### config.mk
export PLATFORM = sky130hd
export DESIGN_NAME = mem_interpreter
export DESIGN_NICKNAME = d
export VERILOG_FILES = /design/src/rtl/mem_interp_pkg.sv /design/src/rtl/mem_mode_decoder.sv /design/src/rtl/mem_interpreter.sv
export SDC_FILE = /design/constraint.sdc
export NUM_CORES = 1
export LEC_CHECK = 0
export BUFFER_PORTS_ARGS = -buffer_cell sky130_fd_sc_hd__buf_2
export CORE_AREA = 2 2 39 41
export DETAILED_ROUTE_END_ITERATION = 8
export DIE_AREA = 0 0 41 43
export GPL_TIMING_DRIVEN = 1
export PLACE_DENSITY = 0.49
export SETUP_SLACK_MARGIN = 0.2
export SYNTH_ARGS = -nofsm -noshare
export SYNTH_HDL_FRONTEND = slang
export SYNTH_SLANG_ARGS = --single-unit
export TNS_END_PERCENT = 10
### constraint.sdc
create_clock -name clk -period 1.7 [get_ports clk]
set_input_delay 0.34 -clock clk [delete_from_list [all_inputs] [get_ports clk]]
set_output_delay 0.34 -clock clk [all_outputs]
set_load 0.1 [all_outputs]
### src/rtl/mem_interp_pkg.sv
// Shared types for the memory-mode interpreter: mode command encoding,
// FSM states and the bundle of RAM / SER / DESER strobes.
package mem_interp_pkg;

    typedef enum logic [1:0] {
        MODE_IDLE   = 2'b00,
        MODE_LOAD   = 2'b01,
        MODE_UNLOAD = 2'b10,
        MODE_SWAP   = 2'b11
    } mem_mode_e;

    typedef enum logic [1:0] {
        ST_IDLE   = 2'b00,
        ST_GUARD  = 2'b01,
        ST_ACTIVE = 2'b10
    } state_e;

    // Bit order matches {block1ena, block1wea, block2ena, block2wea, seriena, deseriena}
    typedef struct packed {
        logic block1ena;
        logic block1wea;
        logic block2ena;
        logic block2wea;
        logic seriena;
        logic deseriena;
    } mem_ctrl_t;

    localparam mem_ctrl_t CTRL_OFF    = mem_ctrl_t'(6'b000000);
    localparam mem_ctrl_t CTRL_LOAD   = mem_ctrl_t'(6'b110001);
    localparam mem_ctrl_t CTRL_UNLOAD = mem_ctrl_t'(6'b001010);
    localparam mem_ctrl_t CTRL_SWAP   = mem_ctrl_t'(6'b101111);

endpackage

### src/rtl/mem_mode_decoder.sv
// Purely combinational mode -> strobe decoder. A write enable is only ever
// produced together with its block enable, and at most one block is written.
module mem_mode_decoder
    import mem_interp_pkg::*;
(
    input  mem_mode_e mode_i,
    output mem_ctrl_t ctrl_o
);

    // Map each mode onto its strobe pattern
    always_comb begin
        ctrl_o = CTRL_OFF;
        case (mode_i)
            MODE_IDLE:   ctrl_o = CTRL_OFF;
            MODE_LOAD:   ctrl_o = CTRL_LOAD;
            MODE_UNLOAD: ctrl_o = CTRL_UNLOAD;
            MODE_SWAP:   ctrl_o = CTRL_SWAP;
            default:     ctrl_o = CTRL_OFF;
        endcase
    end

endmodule

### src/rtl/mem_interpreter.sv
// Memory-mode interpreter: registers decoded strobes for the selected mode and
// inserts GUARD_CYCLES all-off cycles when jumping between two active modes,
// so a RAM bank never sees the old and the new mode on consecutive cycles.
module mem_interpreter
    import mem_interp_pkg::*;
#(
    parameter int unsigned GUARD_CYCLES = 1
) (
    input  logic       clk,
    input  logic       reset,
    input  logic [1:0] memoryena,
    output logic       block1ena,
    output logic       block1wea,
    output logic       block2ena,
    output logic       block2wea,
    output logic       seriena,
    output logic       deseriena
);

    localparam int unsigned CNT_W = (GUARD_CYCLES > 32'd0) ? $clog2(GUARD_CYCLES + 32'd1) : 1;
    localparam logic [CNT_W-1:0] CNT_RELOAD =
        CNT_W'((GUARD_CYCLES > 32'd0) ? (GUARD_CYCLES - 32'd1) : 32'd0);

    state_e           state_q, state_d;
    mem_mode_e        mode_q,  mode_d;
    logic [CNT_W-1:0] cnt_q,   cnt_d;
    mem_ctrl_t        ctrl_q,  ctrl_d;
    mem_ctrl_t        dec_s;
    mem_mode_e        cmd_s;

    assign cmd_s = mem_mode_e'(memoryena);

    // Decode the mode that will be live next cycle; registered below
    mem_mode_decoder u_decoder (
        .mode_i (mode_d),
        .ctrl_o (dec_s)
    );

    // Next-state, latched-mode, guard-counter and output computation
    always_comb begin
        state_d = state_q;
        mode_d  = mode_q;
        cnt_d   = cnt_q;
        case (state_q)
            ST_IDLE: begin
                if (cmd_s != MODE_IDLE) begin
                    mode_d  = cmd_s;
                    state_d = ST_ACTIVE;
                end else begin
                    state_d = ST_IDLE;
                end
            end
            ST_ACTIVE: begin
                if (cmd_s == MODE_IDLE) begin
                    state_d = ST_IDLE;
                end else if (cmd_s == mode_q) begin
                    state_d = ST_ACTIVE;
                end else if (GUARD_CYCLES == 32'd0) begin
                    // No guard requested: switch straight to the new mode
                    mode_d  = cmd_s;
                    state_d = ST_ACTIVE;
                end else begin
                    state_d = ST_GUARD;
                    cnt_d   = CNT_RELOAD;
                end
            end
            ST_GUARD: begin
                if (cmd_s == MODE_IDLE) begin
                    state_d = ST_IDLE;
                end else if (cnt_q == {CNT_W{1'b0}}) begin
                    // Last guard edge: whatever mode is commanded now wins
                    mode_d  = cmd_s;
                    state_d = ST_ACTIVE;
                end else begin
                    cnt_d = cnt_q - CNT_W'(1);
                end
            end
            default: begin
                state_d = ST_IDLE;
                mode_d  = MODE_IDLE;
                cnt_d   = {CNT_W{1'b0}};
            end
        endcase

        if (state_d == ST_ACTIVE) begin
            ctrl_d = dec_s;
        end else begin
            ctrl_d = CTRL_OFF;
        end
    end

    // State and registered strobes; reset forces everything off at once
    always_ff @(posedge clk or posedge reset) begin
        if (reset) begin
            state_q <= ST_IDLE;
            mode_q  <= MODE_IDLE;
            cnt_q   <= {CNT_W{1'b0}};
            ctrl_q  <= CTRL_OFF;
        end else begin
            state_q <= state_d;
            mode_q  <= mode_d;
            cnt_q   <= cnt_d;
            ctrl_q  <= ctrl_d;
        end
    end

    assign block1ena = ctrl_q.block1ena;
    assign block1wea = ctrl_q.block1wea;
    assign block2ena = ctrl_q.block2ena;
    assign block2wea = ctrl_q.block2wea;
    assign seriena   = ctrl_q.seriena;
    assign deseriena = ctrl_q.deseriena;

endmodule

; ---- Yosys cells after proc, flatten, opt, wreduce, memory -nomap -nowiden
; Cells that the tools add are included.
[classes]
addsub = 1
eq_ne = 10
mux = 17
bitwise_logic = 1
reduce_logical = 5
[ops]
columns = op, count
row1 = 6-bit case mux with 4 select lines, 1
row2 = 2-bit 2-to-1 mux, 8
row3 = 2-bit case mux with 3 select lines, 2
row4 = 2-bit equality test (second input constant), 4
row5 = 2-bit zero test, 3
row6 = 6-bit 2-to-1 mux, 1
row7 = 2-bit inequality test (second input constant), 3
row8 = 2-bit by 1-bit equality test with 1-bit output (second input constant), 2
row9 = 1-bit 2-to-1 mux, 4
row10 = 4-bit AND reduction, 1
row11 = 1-bit case mux with 3 select lines, 1
row12 = 2-bit equality test, 1
row13 = 2-bit nonzero test, 1
row14 = 1-bit NOT, 1
row15 = 1-bit subtractor (second input constant), 1
[word_totals]
ff_bits = 11
in_bits = 4
output_inout_bits = 6
word_cells = 43

; ---- Logic depth before layout (Yosys ltp)
[logic_depth]
ltp_word = 6
mapped_depth = 4
ltp_nobuf = 3

; ---- By module
; From an unflattened synthesis, not the netlist that was laid out.
[unflattened]
hier_cells = 42
area_unflattened_um2 = 478.0
[modules_own_cells]
columns = mod, instances, cells_per_inst, area_each_um2
row1 = mem_interpreter, 1, 36, 439.2
row2 = mem_mode_decoder, 1, 6, 38.8

; ---- Least setup slack after synthesis
; OpenSTA, ideal clock, no wires.
[synth_path]
kind = register -> output
start = reg, netlist name block1ena
end = out deseriena
arrival_time_ns = 1.324
slack_ns = 0.036
path_stages_with_launch = 2
cell_sequence = dfrtp_1 > buf_4
[synth_lines]
columns = item, line
row1 = "end, declared", mem_interpreter.sv:17  ; output logic deseriena

==> results.cfg <==
[flow_run]
maxCapViolations = 0

[detailed_routing]
drc = 0
vias = 307
ant_nets = 0
firstDrtPassIters = 3
via_per_inst = 4.65
wl_um = 747
wl_per_cell_um = 11.3
drt_iter0_drc = 3

[setup_path]
reg2reg_slack_ps = 630
path_max_fanout = 2
critPathKind = reg -> out
max_stage_delay_ps = 420
end_kind = output port
worstPathArrival_ps = 1020
r2r_end = state_q[1]
r2r-start = mode_q[1]
critPathSlowestCell = buf_2
start_kind = flop
path_cells = buf_2
reg2reg_depth = 3
path_buf_inv = 1
worstSetupStartpoint = block1ena
endpoint = deseriena
required_ps = 1360
path_depth = 1
crit_family = buffers and inverters

[synthesis]
seq_area_frac_synth_pct = 50.5
synth_nets = 44
ys_seq_elements = 8
synthesis.area_um2 = 397
syn_area_per_cell_um2 = 9.92
postSynthCellCount = 40
synth_cell_type_count = 21
ys_warn_count = 0

[global_routing]
grt_pass1_vias = 294
grt_usage_pct = 12.0
grt_pass1_wl_um = 1340
grt_max_degree = 10
grt_overflow = 0
antenna_found_initial = 0

[cts]
cts_root_buf = clkbuf_4
cts.sink_count = 8
clkLatencyLatePin_ps = 260
cts.path.max_buffers = 2
holdBufCountCts = 0
cts-resized-gates = 0
postCtsSetupBuffers = 0
cts_tree = done
clkTransAtPathRegs_ps = 60
numCtsBuffers = 3
ctsHtreeMaxLevel = 1

[sta]
fin_crit_ps = 1360
finalHoldViolCount = 0
setup_tns_ps = 0
clock_skew_ps = 8.77
timing.slew.headroom_pct = 67.9
fmax_mhz = 734
setup_ws_ps = 338
finalMaxSlewViolations = 0
fin_crit_sh_pct = 80.1
tightest_slew_ps = 484
rsz0062_at_grt = no
setup_viol = 0

[floorplanning]
die_x_um = 41
core-area_um2 = 1380
initial_core_util_pct = 28.7
io_pins = 10
die_area_um2 = 1760
placement_rows = 14
chipHeight_um = 43

[outcome]
outcome = finished, final reports clean

[cells_and_area]
fill_cells = 152
areaGrowthSynthToFinish_pct = 18.3
final_core_util_pct = 33.9
num_antenna_cells = 0
final_nets = 55
drive_gt1_share_pct = 30.0

[place]
finalWeightedCongestion = 0.750
preCtsSetupSlack_ps = 615
dp_hpwl_um = 525
portBuffers = 9

[worst_hold_path]
hold_class = in -> async
-- metrics by stage --
step                      cells  hold WS (ps)  cell area (µm²)
after floorplan              40           156              398
after global placement       62           307              443
after detailed placement     62           304              443
after CTS                    66          17.2              469
after global routing         66          30.0              469
final                        66          17.0              469
-- worst min path at each step --
stage / slack, ps / end / cells after the start
after floorplan: 160 / block1wea / 1
after global placement: 310 / block2wea / 2
after detailed placement: 300 / block2ena / 2
after CTS: 20 / block2ena / 2
after global routing: 30 / block2wea / 2
final: 20 / block2wea / 2
-- layout make-up --
type / instances / area (µm²) / share of cell area (%)
Clock buffer: 4 / 26.3 / 5.60
Timing Repair Buffer: 9 / 45.0 / 9.60
Multi-Input combinational cell: 26 / 165 / 35.2
Tap cell: 16 / 20.0 / 4.27
Inverter: 3 / 11.3 / 2.40
Sequential cell: 8 / 201 / 42.9
-- routing by layer --
layer  track usage, %  wire length, µm  vias up
met5                0                0        -
met4             4.00                0        0
met3             9.42               60        0
met2             15.9              333       11
met1             14.5              353      145
li1                 -                -      151
-- cells in the mapped netlist --
| library cell | n | area share [%] |
|---|---|---|
| or2b_1 | 1 | 1.9 |
| xor2_1 | 2 | 4.4 |
| nand2_1 | 1 | 0.95 |
| inv_2 | 1 | 0.95 |
| nor2_1 | 3 | 2.8 |
| o21a_1 | 2 | 3.8 |
| o31ai_2 | 1 | 3.2 |
| o21ai_0 | 1 | 1.3 |
| a21o_1 | 1 | 1.9 |
| o21ai_1 | 3 | 3.8 |
| a21oi_1 | 2 | 2.5 |
| o31ai_1 | 1 | 1.9 |
| buf_4 | 2 | 3.8 |
| and3_1 | 1 | 1.6 |
| nand3b_1 | 1 | 1.9 |
| buf_2 | 1 | 1.3 |
| nor2b_1 | 1 | 1.6 |
| dfrtp_1 | 8 | 50 |
| a211oi_1 | 1 | 1.9 |
| nand2b_1 | 4 | 6.3 |
| inv_1 | 2 | 1.9 |
-- state kept, by name, summed over array words and instances, names as in the netlist --
signal,flops
block2wea,1
block2ena,1
block1wea,1
block1ena,1
mode_q,2
state_q,2
-- cells in the final DEF (no fill, tap or decap) --
master,instances
o31ai_1,1
clkbuf_1,1
a211oi_1,1
nor2_1,3
dfrtp_1,7
o21ai_1,3
o21ai_0,1
a21oi_1,2
nand3b_1,1
and3_1,1
a21o_1,1
dfrtp_2,1
nand2_1,1
clkbuf_4,3
buf_2,9
nand2b_1,4
xor2_1,2
o31ai_2,1
inv_1,2
o21a_1,2
or2b_1,1
nor2b_1,1
inv_2,1
-- kinds of logic (layout without fill, tap and decap cells) --
kind of cell	count (synthesis)	count (layout)	synth area share, %
AO/OA/AOI/OAI	12	12	20.2
AND/OR/NAND/NOR	12	12	17.0
flip-flops	8	8	50.5
buffers and inverters	6	16	7.88
XOR/XNOR	2	2	4.42
Power is not shown: default switching activity piles up to over one toggle a cycle in this logic, so the estimate is an artifact.
